<file path="src/rtl/fp_normalize.sv">
// Normalization stage of the FP adder: right-shifts on carry-out, otherwise
// left-shifts the significand at most STEP bits per cycle until the hidden bit is set.
module fp_normalize #(
  parameter int STEP = 4
) (
  input  logic        clk,
  input  logic        rst,
  input  logic        in_valid,
  output logic        in_ready,
  input  logic        S_IN,
  input  logic [7:0]  E_IN,
  input  logic [27:0] M_SUM,
  output logic        out_valid,
  input  logic        out_ready,
  output logic        S,
  output logic [7:0]  E_NORM,
  output logic [26:0] M_NORM,
  output logic        ZERO,
  output logic        OVF,
  output logic        UNF
);

  typedef enum logic [1:0] {
    IDLE  = 2'd0,
    SHIFT = 2'd1,
    DONE  = 2'd2
  } state_t;

  localparam logic [4:0] STEP_W = 5'(STEP);

  state_t      state;
  state_t      state_next;
  logic [26:0] m;
  logic [7:0]  e;

  logic [7:0]  e_eff;
  logic [8:0]  e_inc;
  logic        in_zero;
  logic        in_carry;
  logic [26:0] m_carry;

  logic [4:0]  lz;
  logic [4:0]  k;
  logic [7:0]  e_m1;
  logic [26:0] m_sh;
  logic [7:0]  e_sh;
  logic        shift_exit;

  function automatic logic [4:0] lzc(input logic [26:0] v);
    lzc = 5'd27;
    for (int i = 0; i < 27; i++) begin
      if (v[i]) lzc = 5'(26 - i);
    end
  endfunction

  // Classify the incoming operand; an all-ones exponent is forced onto the overflow path.
  always_comb begin
    e_eff    = (E_IN == 8'd0) ? 8'd1 : E_IN;
    e_inc    = {1'b0, e_eff} + 9'd1;
    in_carry = M_SUM[27] || (E_IN == 8'hFF);
    in_zero  = (M_SUM == 28'd0);
    m_carry  = {M_SUM[27:2], M_SUM[1] | M_SUM[0]};
  end

  // One shift step: k = min(leading zeros, STEP, e-1) so the exponent never drops below 1.
  always_comb begin
    lz   = lzc(m);
    e_m1 = e - 8'd1;
    k    = lz;
    if (k > STEP_W) begin
      k = STEP_W;
    end else begin
      k = lz;
    end
    if ({3'b000, k} > e_m1) begin
      k = e_m1[4:0];
    end else begin
      k = k;
    end
    m_sh       = m << k;
    e_sh       = e - {3'b000, k};
    shift_exit = m_sh[26] || (e_sh == 8'd1);
  end

  // State register.
  always_ff @(posedge clk or posedge rst) begin
    if (rst) state <= IDLE;
    else     state <= state_next;
  end

  // Next-state logic.
  always_comb begin
    state_next = state;
    case (state)
      IDLE: begin
        if (in_valid) begin
          if (in_carry || in_zero) state_next = DONE;
          else                     state_next = SHIFT;
        end else begin
          state_next = IDLE;
        end
      end
      SHIFT: begin
        if (shift_exit) state_next = DONE;
        else            state_next = SHIFT;
      end
      DONE: begin
        if (out_ready) state_next = IDLE;
        else           state_next = DONE;
      end
      default: state_next = IDLE;
    endcase
  end

  // Datapath and registered outputs.
  always_ff @(posedge clk or posedge rst) begin
    if (rst) begin
      m         <= 27'd0;
      e         <= 8'd0;
      in_ready  <= 1'b1;
      out_valid <= 1'b0;
      S         <= 1'b0;
      E_NORM    <= 8'd0;
      M_NORM    <= 27'd0;
      ZERO      <= 1'b0;
      OVF       <= 1'b0;
      UNF       <= 1'b0;
    end else begin
      case (state)
        IDLE: begin
          if (in_valid) begin
            in_ready <= 1'b0;
            S        <= S_IN;
            ZERO     <= 1'b0;
            OVF      <= 1'b0;
            UNF      <= 1'b0;
            m        <= M_SUM[26:0];
            e        <= e_eff;
            if (in_carry) begin
              out_valid <= 1'b1;
              if (e_inc >= 9'd255) begin
                OVF    <= 1'b1;
                E_NORM <= 8'hFF;
                M_NORM <= 27'd0;
              end else begin
                E_NORM <= e_inc[7:0];
                M_NORM <= m_carry;
              end
            end else if (in_zero) begin
              out_valid <= 1'b1;
              ZERO      <= 1'b1;
              E_NORM    <= 8'd0;
              M_NORM    <= 27'd0;
            end else begin
              out_valid <= 1'b0;
            end
          end else begin
            in_ready <= 1'b1;
          end
        end
        SHIFT: begin
          m <= m_sh;
          e <= e_sh;
          if (shift_exit) begin
            out_valid <= 1'b1;
            M_NORM    <= m_sh;
            if (m_sh[26]) begin
              E_NORM <= e_sh;
            end else begin
              E_NORM <= 8'd0;
              UNF    <= 1'b1;
            end
          end else begin
            out_valid <= 1'b0;
          end
        end
        DONE: begin
          if (out_ready) begin
            out_valid <= 1'b0;
            in_ready  <= 1'b1;
          end else begin
            out_valid <= 1'b1;
          end
        end
        default: begin
          out_valid <= 1'b0;
          in_ready  <= 1'b1;
        end
      endcase
    end
  end

endmodule

</file>
<file path="config.mk">
export PLATFORM = sky130hd
export DESIGN_NAME = fp_normalize
export DESIGN_NICKNAME = d
export VERILOG_FILES = /design/src/rtl/fp_normalize.sv
export SDC_FILE = /design/constraint.sdc
export NUM_CORES = 1
export LEC_CHECK = 0
export BUFFER_PORTS_ARGS = -buffer_cell sky130_fd_sc_hd__clkbuf_2
export CAP_MARGIN = 20
export CORE_AREA = 4 4 105 107
export DETAILED_ROUTE_END_ITERATION = 8
export DIE_AREA = 0 0 109 111
export PLACE_DENSITY = 0.8
export SLEW_MARGIN = 20
export SYNTH_ARGS = -nofsm -noshare
export SYNTH_HDL_FRONTEND = slang
export SYNTH_SLANG_ARGS = --single-unit
</file>
<file path="constraint.sdc">
create_clock -name clk -period 5.84 [get_ports clk]
set_input_delay 0 -clock clk [delete_from_list [all_inputs] [get_ports clk]]
set_output_delay 0 -clock clk [all_outputs]
set_load 0.01 [all_outputs]
</file>
==> flow_summary.ini <==
[global_route]
overflow = 0
grt_max_degree = 79
grt_pass1_wl_um = 28500
antenna_found_initial = 0
grtUsageTotal = 0.300
grt_pass1_vias = 5372

[clocking]
cts_max_level = 3
cts.path.max_buffers = 2
cts_root_buffer = clkbuf_8
post_cts_buffers = 0
cts_sinks = 78
cts_tree = done
cts.clk_slew.worst_paths_ns = 0.09
cts_buffers = 9
clkLatencyLatePin_ns = 0.36

[worst_hold_path]
min_delay_path_depth = 3
holdCritStartpoint = M_SUM[21]
hp-class = in2reg

[setup_path]
path_class = reg2reg
reg2reg_depth = 22
cp.arrival_ns = 5.72
cp.required_ns = 6.09
crit_path_end_kind = register
rr_startpoint = e[0]$_DFFE_PP0P_
crit_start = e[0]$_DFFE_PP0P_
reg2reg_slack_ns = 0.38
critPathMaxFanout = 29
cp-start-kind = register

[placement]
dp.cells = 851
hpwl_um = 12900
numPortBuffers = 81
place.gp.congestion = 0.954

[cells_and_area]
nNetsFinal = 792
fillers = 865
finalNonFillerCells = 880
syn_to_final_growth_pct = 14.5
drive_above_1_share = 0.215
antennaDiodeCount = 0

[logic_synthesis]
yosys_warnings = 0
synth-async-reset-ratio = 1.00
synth_area_leaders = dfrtp_1 34%, mux2i_1 12%, nand2_1 6.3%
synth_top_area_cell = dfrtp_1
ys.flop_type = dfrtp_1
yosysTopAreaCellShare = 0.338
yosys_register_bits = 78
synth-edff-count = 0
syn_inst = 662
yosysUniqueCellTypes = 65
avgSynthCellArea_um2 = 8.61
syn_area_um2 = 5700
synth.yosys.seq_area_share = 0.343

[timing]
rsz0062_at_grt = false
min_period_ns = 5.46
setup_viol = 0
fin_skew_ns = 0.00835
post-route-period-util = 0.935
slew_viol_final = 0
hold_violations = 0
fin_setup_tns_ns = 0
maxSlewHeadroom = 0.338
worst_slew_pin_slew_ns = 0.993
max_freq_ghz = 0.183

[floorplanning]
die_h_um = 111
die_x_um = 109
ioPinCount = 82
start_util = 0.562
die-area_um2 = 12100
row_count = 37
core_area_um2 = 10100

[power_and_ir_drop]
switching_power_uw = 2480
p_leak_uw = 0.00319
seq_power_share = 0.216
p_comb_frac = 0.702
vdd_drop_max_uv = 394
cellPowerDensity_nw_per_um2 = 727
intPower_uw = 2270
switching_share = 0.522
pwr-share-clk = 0.082

[routing]
ant_nets = 0
dr.pass1.iters = 5
vias = 5562
viasPerCell = 6.32
finalWirelength_um = 17800
wl_per_cell_um = 20.2
drt-initial-drc-count = 685
drc = 0

[outcome]
status = finished clean

[flow_run]
drv_cap = 0
-- worst paths after layout --
| kind | end |
|---|---|
| min in group asynchronous | OVF$_DFFE_PP0P_ |
| hold / removal | m[21]$_DFFE_PP0P_ |
| max in group asynchronous | m[15]$_DFFE_PP0P_ |
| hold reg to reg | OVF$_DFFE_PP0P_ |
| setup / recovery | M_NORM[16]$_DFFE_PP0P_ |
| setup reg to reg | M_NORM[16]$_DFFE_PP0P_ |
-- cell families after synthesis --
family | Yosys count | share of synthesized area
AND/OR/NAND/NOR | 205 | 0.160
AO/OA/AOI/OAI | 181 | 0.198
multiplexers | 104 | 0.201
flip-flops | 78 | 0.343
buffers and inverters | 71 | 0.0542
adder cells (fa/ha/maj) | 12 | 0.0277
XOR/XNOR | 10 | 0.0154
other | 1 | 0.000658
-- cell type report --
class	count	area, um2	share of cell area
Inverter	30	115	0.0176
Clock inverter	6	42.5	0.00652
Clock buffer	10	138	0.0211
Timing Repair Buffer	106	642	0.0983
Sequential cell	78	1950	0.299
Multi-Input combinational cell	514	3470	0.531
Tap cell	136	170	0.0261
-- sequential cells by signal, summed over array words and instances, names as in the netlist, 2 cells and up --
signal  flops
state       2
m          27
e           8
M_NORM     27
E_NORM      8
-- layer usage --
layer / GRT usage / wire (um) / up-vias
met3: 0.0513 / 1510 / 53
met4: 0.0960 / 531 / 0
met5: 0 / 0 / -
met2: 0.450 / 8080 / 328
met1: 0.440 / 7630 / 2663
li1: - / - / 2518
-- critical path: stages (launching register included) --
cell and delay (ns):
dfrtp_1 0.43, inv_1 0.16, ha_1 0.25, nand2_1 0.08, xor2_1 0.16, ha_1 0.32, and3_1 0.20, a31oi_1 0.17
o21ai_1 0.13, nor2_2 0.33, mux2_4 0.36, inv_4 0.06, ha_1 0.13, inv_1 0.06, fa_1 0.39, a21o_1 0.17
a21oi_1 0.21, o21ai_0 0.13, xnor2_1 0.18, nor3_1 0.38, o31a_2 0.41, buf_12 0.26, mux2_2 0.37
-- repair_timing --
action | in CTS | in global routing
hold buffers | 13 | 0
gates resized for setup | 0 | 0
endpoints found under the hold margin | 91 | 0
-- stage by stage --
step                      area [um2]  utilization  hold slack [ns]  worst slack, ns  power, uW
after floorplan                 5700            -            0.151            0.600       3370
after global placement          6210        0.613            0.235            0.682       4170
after detailed placement        6210        0.613            0.252            0.433       4250
after CTS                       6520        0.643          0.00189            0.401       4650
after global routing            6530        0.644          0.00828           0.0218       5060
final                           6530        0.644           0.0181            0.379       4750
-- power groups by stage --
stage	logic (uW)	clock network [uW]	registers, uW
floorplan	2380	0	986
global placement	3160	0	1010
detailed placement	3220	0	1030
CTS	3250	390	1020
global route	3590	417	1060
finish	3330	388	1030
-- cells in the mapped netlist, types with 2 or more instances --
| master | n |
|---|---|
| a221o_1 | 3 |
| buf_2 | 8 |
| nor2b_1 | 8 |
| dfrtp_1 | 77 |
| a21o_1 | 14 |
| a21oi_1 | 56 |
| o211ai_1 | 7 |
| buf_1 | 5 |
| a311oi_1 | 2 |
| nor3_1 | 10 |
| o22ai_1 | 2 |
| nor4_1 | 10 |
| a22o_1 | 3 |
| inv_2 | 2 |
| nand4_1 | 3 |
| inv_1 | 26 |
| xnor2_1 | 6 |
| nand2b_1 | 5 |
| a221oi_1 | 4 |
| mux2i_1 | 69 |
| and4b_1 | 2 |
| nor2_1 | 45 |
| mux2_2 | 19 |
| o21ai_1 | 2 |
| o21ai_0 | 48 |
| o21bai_1 | 5 |
| nand3_1 | 13 |
| a22oi_1 | 8 |
| clkbuf_1 | 23 |
| buf_6 | 3 |
| buf_4 | 2 |
| ha_1 | 11 |
| or2_2 | 2 |
| mux2_4 | 15 |
| and3_1 | 4 |
| xor2_1 | 4 |
| a31oi_1 | 7 |
| a2bb2oi_1 | 3 |
| a21boi_0 | 3 |
| nand2_1 | 96 |
| and2_1 | 3 |
-- cell usage in the layout (no fill, tap or decap), types with 14 or more instances in the layout --
cell and instances:
clkbuf_2 81, nor2_1 45, o21ai_0 48, nand2_1 96
mux2_2 19, mux2_4 15, a21oi_1 56, a21o_1 14
dfrtp_1 77, inv_1 25, mux2i_1 68
Note: power is estimated with default switching activity, not from simulation.
